**config.mk**
```make
export PLATFORM = sky130hd
export DESIGN_NAME = mem_rmw_ctrl
export DESIGN_NICKNAME = d
export VERILOG_FILES = /design/src/rtl/mem_rmw_ctrl.sv
export SDC_FILE = /design/constraint.sdc
export NUM_CORES = 1
export LEC_CHECK = 0
export CAP_MARGIN = 30
export CORE_MARGIN = 2
export CORE_UTILIZATION = 35
export DETAILED_ROUTE_END_ITERATION = 8
export GPL_ROUTABILITY_DRIVEN = 0
export PLACE_DENSITY = 0.64
export SKIP_LAST_GASP = 1
export SYNTH_ARGS = -nofsm -noshare
export SYNTH_HDL_FRONTEND = slang
export SYNTH_SLANG_ARGS = --single-unit
```
**constraint.sdc**
```tcl
create_clock -name clk -period 10.4 [get_ports clk]
set_clock_uncertainty 0.1 [all_clocks]
set_input_delay 1.04 -clock clk [delete_from_list [all_inputs] [get_ports clk]]
set_output_delay 1.04 -clock clk [all_outputs]
set_load 0.1 [all_outputs]
```
**src/rtl/mem_rmw_ctrl.sv**
```systemverilog
// Data-memory store controller: full-word stores go straight through, half/byte
// stores become a two-cycle read-modify-write of the containing word.
module mem_rmw_ctrl #(
   parameter int CNT_W = 16
) (
   input  logic             clk,
   input  logic             rst,
   input  logic [31:0]      addr_in,
   input  logic [31:0]      wdata_in,
   input  logic             mem_write_in,
   input  logic [1:0]       size_in,
   input  logic [31:0]      ram_rdata_in,
   output logic [31:0]      ram_addr_out,
   output logic [31:0]      ram_wdata_out,
   output logic             ram_we_out,
   output logic             stall_out,
   output logic             align_err_out,
   output logic [CNT_W-1:0] rmw_cnt_out
);

   typedef enum logic {IDLE, WRITE} state_t;

   state_t      state;
   logic [31:0] addr_q, old_q;
   logic [15:0] wdata_q;
   logic [1:0]  size_q;

   logic        word_ok, sub_ok, bad;
   logic [3:0]  be;
   logic [31:0] wrep, merged;

   always_comb begin
      word_ok = mem_write_in && (size_in == 2'b00) && (addr_in[1:0] == 2'b00);
      sub_ok  = mem_write_in && (((size_in == 2'b01) && !addr_in[0]) || (size_in == 2'b10));
      bad     = mem_write_in && !word_ok && !sub_ok;
   end

   // Replicate the store data across the word, then pick lanes with a byte mask.
   always_comb begin
      be = 4'b0000;
      case (size_q)
         2'b01:   be = addr_q[1] ? 4'b1100 : 4'b0011;
         2'b10:   be = 4'b0001 << addr_q[1:0];
         default: be = 4'b0000;
      endcase
      wrep = (size_q == 2'b01) ? {2{wdata_q[15:0]}} : {4{wdata_q[7:0]}};
   end

   for (genvar i = 0; i < 4; i++) begin : g_lane
      assign merged[8*i +: 8] = be[i] ? wrep[8*i +: 8] : old_q[8*i +: 8];
   end

   // Strobes are forced low during reset so an aborted WRITE never reaches the RAM.
   always_comb begin
      ram_addr_out  = (state == WRITE) ? addr_q : addr_in;
      ram_wdata_out = (state == WRITE) ? merged : wdata_in;
      ram_we_out    = 1'b0;
      stall_out     = 1'b0;
      align_err_out = 1'b0;
      if (!rst) begin
         if (state == WRITE) begin
            ram_we_out = 1'b1;
         end else begin
            ram_we_out    = word_ok;
            stall_out     = sub_ok;
            align_err_out = bad;
         end
      end
   end

   always_ff @(posedge clk or posedge rst) begin
      if (rst) begin
         state       <= IDLE;
         addr_q      <= '0;
         wdata_q     <= '0;
         size_q      <= '0;
         old_q       <= '0;
         rmw_cnt_out <= '0;
      end else begin
         case (state)
            IDLE: if (sub_ok) begin
               addr_q  <= addr_in;
               wdata_q <= wdata_in[15:0];
               size_q  <= size_in;
               old_q   <= ram_rdata_in;
               state   <= WRITE;
            end
            WRITE: begin
               state <= IDLE;
               if (rmw_cnt_out != {CNT_W{1'b1}})
                  rmw_cnt_out <= rmw_cnt_out + CNT_W'(1);
            end
            default: state <= IDLE;
         endcase
      end
   end

endmodule

```
==> results.txt, run 1 <==
----------------------------------------------------
[STA]
  Total count of max-transition violations in the final report ... 0
  Worst slew margin ... 29.7%
  Top achievable clock speed ... around 0.2 GHz
  Unrepaired setup endpoints after global routing ... no
  Fin crit share ... between 40% and 50%
  Slew at the pin with the worst max-slew slack ... ~1.1 ns
  Final hold slack ... approximately 0.40 ns
  Count of endpoints failing setup in the final report ... 0
  Time the worst path needs with I/O delays and setup ... slightly below 5 ns
  Final hold violation count ... 0
  Total Neg Setup Slack ... 0 ns

[Yosys]
  Number of flip-flops and latches in the synthesized netlist ... 99
  Yosys cell types ... 36
  Mean post-synth cell area ... between 10 and 15 um^2
  Synth Net Count ... 506
  Post-synth design cell area ... 5560 um^2
  Share of the yosys chip area belonging to registers ... ~45%
  Yosys Warn Count ... 0
  Synthesized instance count ... roughly 400

[Clock tree]
  Clock tree from TritonCTS ... done
  Post CTS Setup Buffer Count ... 0
  Cells resized by post-CTS repair ... 0
  Num CTS Buffers ... 9
  Clock buffer depth ... 2
  Clock insertion delay at the later pin of the skew report ... 0.34 ns
  Cell at the root of the clock tree ... sky130_fd_sc_hd__clkbuf_16
  Number of sinks handled by clock tree synthesis ... just under 100
  CTS H-Tree Depth ... 3
  Number of hold buffers added after CTS ... 0
  Clock-pin slew on the worst setup and hold paths ... ~0.070 ns

[Run]
  Max-cap violation count ... 0

[Floorplanning]
  Total die area ... roughly 17000 um^2
  Number of top-level pins ... 184
  Area inside the core boundary ... between 15000 and 20000 um^2
  Starting density of the core ... between 30% and 40%
  Die span in x ... ~130 um
  Die span in y ... ~130 um
  Cell Rows ... 46

[Final layout]
  Filler Cells Inserted ... ~1400
  Total number of nets in the final design ... between 600 and 700
  Synth-to-Final Area Change ... 40.2%
  Ant. Diodes ... 0
  Fraction of final layout cells sized beyond drive strength 1 ... 30.7%
  Final core utilization ... 49.6%
  Design Area, Final ... approximately 8000 um^2

[Routing]
  Total DRC errors in the routed layout ... 0
  Drt total wl ... 13600 um
  Vias/cell ... approximately 4.7
  Number of detailed-routing iterations run before antenna repair ... 4
  Average routed wire per standard cell ... 17.1 um
  Total number of vias ... 3774
  Number of violations reported at the end of detailed-routing iteration 0 ... between 200 and 250
  Number of antenna-violating nets in the routed design ... 0

[Min path]
  Worst hold path class ... register to register

[Critical path]
  CP endpoint kind ... primary output
  Worst path cell trace ... inv_1 -> ha_1 -> a21oi_1 -> nor2b_1 -> mux2_2 -> mux2_2 -> clkdlybuf4s50_1
  Bufs and invs on worst path ... 2
  Start-to-end type of the worst setup path ... register to primary output
  Critical path's top delay family ... buffers and inverters
  Slowest Stage Delay on Critical Path ... ~0.97 ns
  Required time reported for the critical path endpoint ... 9.26 ns
  Most frequent cell on the critical path ... sky130_fd_sc_hd__mux2_2
  Element type at the critical path start ... register
  Data arrival time at the worst-slack endpoint ... approximately 3.7 ns
  Standard cell with the maximum stage delay on the critical path ... sky130_fd_sc_hd__clkdlybuf4s50_1
  Worst Path Max Fanout ... 11

[Power]
  Internal cell power ... a little over 0.0009 W
  Seq pwr share ... 34.6%
  Power per standard cell area ... a little under 200 nW/um^2
  Clock network fraction of total power ... 21.6%
  Gate power share ... 43.8%
  Switching share of power ... between 30% and 40%
  Power dissipated by switching net loads ... between 0.0006 and 0.0007 W
  Lkg Pwr ... 3.34 nW
  IR Drop Worst-Case VDD ... approximately 0.00009 V

[Global routing]
  Via count of the first global-routing pass ... 3980
  Met3 track demand over resource ... ~2.7%
  Wire length of the first global-routing pass ... around 21000 um
  Total routing usage reported by global routing ... around 16%
  Global routing usage on met1 ... between 20% and 30%
  Pin count of the biggest net entering global routing ... 90
  Number of antenna violations at the first check in global routing ... 0
  Total overflow reported by the global router ... 0
  Met2 Use GR ... a little over a quarter
  GR peak layer ... met2

[Placed design]
  Total of buffers placed on input and output ports ... about 180
  HPWL reported at the end of detailed placement ... 9760 um
  Post-placement cell area ... 7480 um^2

[Run status]
  Outcome ... finished clean

----------------------------------------------------
[flip-flops by register name (all words and copies together), names as in the netlist]
| register | count |
|---|---|
| addr_q | 32 |
| old_q | 32 |
| rmw_cnt_out | 16 |
| wdata_q | 16 |
| size_q | 2 |
| state | 1 |
[cell type report]
cell class | count | area, um^2 | area share (%)
timing repair buffer | 187 | 1890 | 24.3
clock buffer | 14 | 254 | 3.26
clock inverter | 2 | 35.0 | 0.450
sequential | 99 | 2480 | 31.8
tap | 216 | 270 | 3.47
inverter | 5 | 33.8 | 0.434
multi-input combinational | 276 | 2820 | 36.2
[power groups by stage]
stage / sequential (W) / combinational (W) / clock, W
6_report: 0.000533 / 0.000676 / 0.000334
5_1_grt: 0.000546 / 0.000708 / 0.000363
4_1_cts: 0.000537 / 0.000678 / 0.000345
3_5_place_dp: 0.000542 / 0.000675 / 0
3_3_place_gp: 0.000539 / 0.000667 / 0
2_1_floorplan: 0.000579 / 0.000477 / 0
[metal layers]
| metal | routed length (um) | part of all wire, % | vias to the layer above |
|---|---|---|---|
| met5 | 0 | 0 | - |
| met4 | 320 | 2.3 | 0 |
| met3 | 515 | 3.8 | 20 |
| met2 | 6710 | 49 | 83 |
| met1 | 6080 | 45 | 1870 |
| li1 | - | - | 1801 |
[per-stage QoR]
step	instances	power, W	setup WS [ns]
3_5_place_dp	782	0.00122	5.76
6_report	799	0.00154	5.55
4_1_cts	798	0.00156	5.48
3_3_place_gp	781	0.00121	5.75
5_1_grt	799	0.00162	5.30
2_1_floorplan	402	0.00106	5.18
[cells by family (layout without fill, tap and decap cells)]
logic type / Yosys count / after routing / synth area share (%)
compound gates: 31 / 31 / 3.22
xor+xnor: 10 / 10 / 1.58
fa+ha+maj: 3 / 3 / 0.675
buf+inv: 27 / 208 / 4.64
flops: 99 / 99 / 44.6
mux: 173 / 173 / 39.8
simple gates: 59 / 59 / 5.49
[path summary, 6_finish.rpt]
check                      cells after the start           endpoint       startpoint  slack [ns]
max                                            7  ram_wdata_out[24]        size_q[1]        5.55
min                                            1    rmw_cnt_out[15]  rmw_cnt_out[15]        0.40
max reg2reg                                    5          old_q[22]            state        7.58
min reg2reg                                    1    rmw_cnt_out[15]  rmw_cnt_out[15]        0.40
max in group asynchronous                      4          old_q[18]              rst        8.22
min in group asynchronous                      2         addr_q[11]              rst        0.95
[cell usage after synthesis]
| cell type | count | area, um^2 |
|---|---|---|
| sky130_fd_sc_hd__nor3_2 | 1 | 10.0 |
| sky130_fd_sc_hd__nor3_1 | 1 | 5.00 |
| sky130_fd_sc_hd__o21ai_1 | 1 | 5.00 |
| sky130_fd_sc_hd__o21ai_2 | 2 | 17.5 |
| sky130_fd_sc_hd__nand3_1 | 9 | 45.0 |
| sky130_fd_sc_hd__o31a_1 | 1 | 8.76 |
| sky130_fd_sc_hd__a31oi_1 | 2 | 12.5 |
| sky130_fd_sc_hd__nor2_1 | 25 | 93.8 |
| sky130_fd_sc_hd__inv_1 | 4 | 15.0 |
| sky130_fd_sc_hd__xor2_1 | 1 | 8.76 |
| sky130_fd_sc_hd__mux2_4 | 77 | 1160 |
| sky130_fd_sc_hd__nand3b_1 | 1 | 7.51 |
| sky130_fd_sc_hd__inv_12 | 1 | 16.3 |
| sky130_fd_sc_hd__buf_6 | 1 | 11.3 |
| sky130_fd_sc_hd__and4_2 | 1 | 10.0 |
| sky130_fd_sc_hd__nand2_1 | 4 | 15.0 |
| sky130_fd_sc_hd__or3b_1 | 1 | 8.76 |
| sky130_fd_sc_hd__nor2b_1 | 3 | 18.8 |
| sky130_fd_sc_hd__nand4_1 | 6 | 37.5 |
| sky130_fd_sc_hd__nor4_1 | 1 | 6.26 |
| sky130_fd_sc_hd__o211ai_1 | 2 | 15.0 |
| sky130_fd_sc_hd__a21oi_1 | 20 | 100 |
| sky130_fd_sc_hd__o21ai_0 | 1 | 5.00 |
| sky130_fd_sc_hd__a21boi_0 | 1 | 7.51 |
| sky130_fd_sc_hd__ha_1 | 3 | 37.5 |
| sky130_fd_sc_hd__buf_1 | 1 | 3.75 |
| sky130_fd_sc_hd__clkbuf_1 | 7 | 26.3 |
| sky130_fd_sc_hd__xnor2_1 | 9 | 78.8 |
| sky130_fd_sc_hd__dfrtp_1 | 99 | 2480 |
| sky130_fd_sc_hd__buf_2 | 5 | 25.0 |
| sky130_fd_sc_hd__mux2i_1 | 18 | 180 |
| sky130_fd_sc_hd__buf_12 | 8 | 160 |
| sky130_fd_sc_hd__mux2_2 | 78 | 878 |
| sky130_fd_sc_hd__o21a_1 | 1 | 7.51 |
| sky130_fd_sc_hd__and4_1 | 4 | 35.0 |
| sky130_fd_sc_hd__and3_1 | 2 | 12.5 |
[cell usage in the layout (no fill, tap or decap), types with 6 or more instances in the layout]
| cell type | n |
|---|---|
| sky130_fd_sc_hd__clkdlybuf4s50_1 | 183 |
| sky130_fd_sc_hd__dfrtp_1 | 98 |
| sky130_fd_sc_hd__mux2_4 | 77 |
| sky130_fd_sc_hd__nor2_1 | 25 |
| sky130_fd_sc_hd__a21oi_1 | 20 |
| sky130_fd_sc_hd__clkbuf_16 | 9 |
| sky130_fd_sc_hd__nand4_1 | 6 |
| sky130_fd_sc_hd__nand3_1 | 9 |
| sky130_fd_sc_hd__mux2_2 | 78 |
| sky130_fd_sc_hd__xnor2_1 | 9 |
| sky130_fd_sc_hd__mux2i_1 | 18 |
Note: power is estimated with default switching activity, not from simulation.
==> run 2, diff against run 1 <==
Settings changed: PLACE_DENSITY 0.64 to 0.66.
Clock period 10.4 ns to 4.4 ns, I/O delays scaled along.
==> results.txt, run 2 (synthesis gave the netlist of run 1 again) <==
----------------------------------------------------
[Run status]
  Outcome ... finished clean (unchanged)

[Clock tree]
  Number of sinks handled by clock tree synthesis ... 99 (unchanged)
  Num CTS Buffers ... 9 (unchanged)
  Clock-pin slew on the worst setup and hold paths ... 0.06 ns (was 0.07 ns)
  Clock tree from TritonCTS ... done (unchanged)
  Cell at the root of the clock tree ... sky130_fd_sc_hd__clkbuf_16 (unchanged)
  Clock buffer depth ... 2 (unchanged)
  Clock insertion delay at the later pin of the skew report ... 0.34 ns (about the same)
  Post CTS Setup Buffer Count ... 0 (unchanged)
  Number of hold buffers added after CTS ... 0 (unchanged)
  CTS H-Tree Depth ... 3 (unchanged)
  Cells resized by post-CTS repair ... 0 (unchanged)

[Run]
  Max-cap violation count ... 0 (unchanged)

[Routing]
  Average routed wire per standard cell ... 16.5 um (was 17.1 um)
  Drt total wl ... 13100 um (was 13600 um)
  Vias/cell ... 4.76 (was 4.72)
  Total number of vias ... 3785 (was 3774)
  Number of detailed-routing iterations run before antenna repair ... 4 (unchanged)
  Total DRC errors in the routed layout ... 0 (unchanged)
  Number of antenna-violating nets in the routed design ... 0 (unchanged)
  Number of violations reported at the end of detailed-routing iteration 0 ... 125 (was 213)

[Floorplanning]
  Cell Rows ... 46 (unchanged)
  Number of top-level pins ... 184 (unchanged)
  Die span in x ... 130 um (unchanged)
  Total die area ... 16900 um^2 (unchanged)
  Starting density of the core ... 35.4% (unchanged)
  Area inside the core boundary ... 15700 um^2 (unchanged)
  Die span in y ... 130 um (unchanged)

[Power]
  Gate power share ... 44.6% (was 43.8%)
  Lkg Pwr ... 3.34 nW (about the same)
  Clock network fraction of total power ... 19.6% (was 21.6%)
  Sum of internal, switching and leakage power ... 0.00353 W (was 0.00154 W)
  Seq pwr share ... 35.8% (was 34.6%)
  IR Drop Worst-Case VDD ... 0.000245 V (was 0.0000891 V)
  Internal cell power ... 0.00210 W (was 0.000930 W)
  Switching share of power ... 40.6% (was 39.7%)
  Power dissipated by switching net loads ... 0.00143 W (was 0.000613 W)
  Power per standard cell area ... 463 nW/um^2 (was 198 nW/um^2)

[Final layout]
  Registers with the most flip-flops ... addr_q: 32 flops, old_q: 32 flops (unchanged)
  Synth-to-Final Area Change ... 37.3% (was 40.2%)
  Design Area, Final ... 7630 um^2 (was 7790 um^2)
  Filler Cells Inserted ... 1384 (was 1360)
  Fraction of final layout cells sized beyond drive strength 1 ... 36.3% (was 30.7%)
  Storage element area ... 2480 um^2 (unchanged)
  Total number of nets in the final design ... 681 (was 682)
  Area of the multi-input gates ... 2820 um^2 (unchanged)
  Final core utilization ... 48.6% (was 49.6%)
  Commonest non-fill, non-tap cells in the layout ... sky130_fd_sc_hd__clkdlybuf4s50_1 (149), sky130_fd_sc_hd__dfrtp_1 (98), sky130_fd_sc_hd__mux2_2 (78) (was sky130_fd_sc_hd__clkdlybuf4s50_1 (183), sky130_fd_sc_hd__dfrtp_1 (98), sky130_fd_sc_hd__mux2_2 (78))
  Most common cell after layout, fill and taps aside ... sky130_fd_sc_hd__clkdlybuf4s50_1 (unchanged)
  Ant. Diodes ... 0 (unchanged)

[Placed design]
  Worst slack at placement ... 1.25 ns (was 5.76 ns)
  HPWL reported at the end of detailed placement ... 9470 um (was 9760 um)
  Post-placement cell area ... 7390 um^2 (was 7480 um^2)
  Total of buffers placed on input and output ports ... 183 (unchanged)

[Global routing]
  Number of antenna violations at the first check in global routing ... 0 (unchanged)
  Total overflow reported by the global router ... 0 (unchanged)
  Via count of the first global-routing pass ... 3983 (was 3980)
  Wire length of the first global-routing pass ... 20700 um (was 21400 um)
  Total routing usage reported by global routing ... 15.9% (was 16.4%)
  Pin count of the biggest net entering global routing ... 66 (was 90)

[Critical path]
  Launching element of the worst setup path ... size_q[1] (unchanged)
  CP endpoint kind ... primary output (unchanged)
  Required time reported for the critical path endpoint ... 3.86 ns (was 9.26 ns)
  Element type at the critical path start ... register (unchanged)
  Data arrival time at the worst-slack endpoint ... 2.92 ns (was 3.71 ns)
  Register-to-Register Setup Slack ... 1.72 ns (was 7.58 ns)
  Start-to-end type of the worst setup path ... register to primary output (unchanged)
  Worst R2R Start ... state (unchanged)
  Worst Path Max Fanout ... 11 (unchanged)

[STA]
  Total count of max-transition violations in the final report ... 0 (unchanged)
  Post-layout worst setup margin ... 0.936 ns (was 5.55 ns)
  Count of endpoints failing setup in the final report ... 0 (unchanged)
  Total Neg Setup Slack ... 0 ns (unchanged)
  Final hold violation count ... 0 (unchanged)
  Fin crit share ... roughly four fifths
  Slew at the pin with the worst max-slew slack ... 1.02 ns (was 1.05 ns)
  Time the worst path needs with I/O delays and setup ... 3.46 ns
  Unrepaired setup endpoints after global routing ... no (unchanged)
  Worst slew margin ... 31.9% (was 29.7%)
  Top achievable clock speed ... approximately 0.29 GHz

[Min path]
  Worst hold path class ... register to register (unchanged)
  Startpoint of the tightest hold check path ... addr_q[14] (was rmw_cnt_out[15])

----------------------------------------------------
-- run 2: final timing paths --
check                                         end  cells after the start
worst max-delay path            ram_wdata_out[13]                      7
worst min-delay path                   addr_q[14]                      1
worst max register to register          size_q[1]                      4
worst min register to register         addr_q[14]                      1
max in group asynchronous                   state                      3
min in group asynchronous               addr_q[8]                      2
-- run 2: routing by layer --
| metal | GRT usage, % | vias to the layer above | share of wire, % |
|---|---|---|---|
| met3 | 2.58 | 13 | 3.6 |
| met1 | 21.3 | 1880 | 46 |
| met4 | 6.77 | 0 | 1.7 |
| met5 | 0 | - | 0 |
| met2 | 25.7 | 90 | 49 |
| li1 | - | 1802 | - |
-- run 2: critical path: stages (launching register included) --
cell,delay [ns]
sky130_fd_sc_hd__dfrtp_1,0.40
sky130_fd_sc_hd__inv_1,0.06
sky130_fd_sc_hd__ha_1,0.48
sky130_fd_sc_hd__a21oi_1,0.13
sky130_fd_sc_hd__nor3_2,0.58
sky130_fd_sc_hd__mux2_2,0.41
sky130_fd_sc_hd__mux2_2,0.28
sky130_fd_sc_hd__buf_4,0.24
-- run 2: layout make-up --
type                       instances  share of cell area [%]
tap                              216                    3.54
clock buffer                      12                    3.10
timing repair buffer             186                    23.3
clock inverter                     1                  0.0656
multi-input combinational        276                    37.0
sequential                        99                    32.5
inverter                           5                   0.443
-- run 2: per-stage QoR --
stage	std cells	hold WS, ns
final	795	0.405
after global routing	795	0.423
after CTS	795	0.406
after detailed placement	782	0.389
after global placement	781	0.377
after floorplan	402	0.375
-- run 2: power groups by stage --
stage	clock network, W	registers (W)	logic (W)
final	0.000691	0.00127	0.00158
after global routing	0.000751	0.00129	0.00165
after floorplan	0	0.00137	0.00113
after global placement	0	0.00127	0.00157
after CTS	0.000713	0.00126	0.00159
after detailed placement	0	0.00127	0.00159
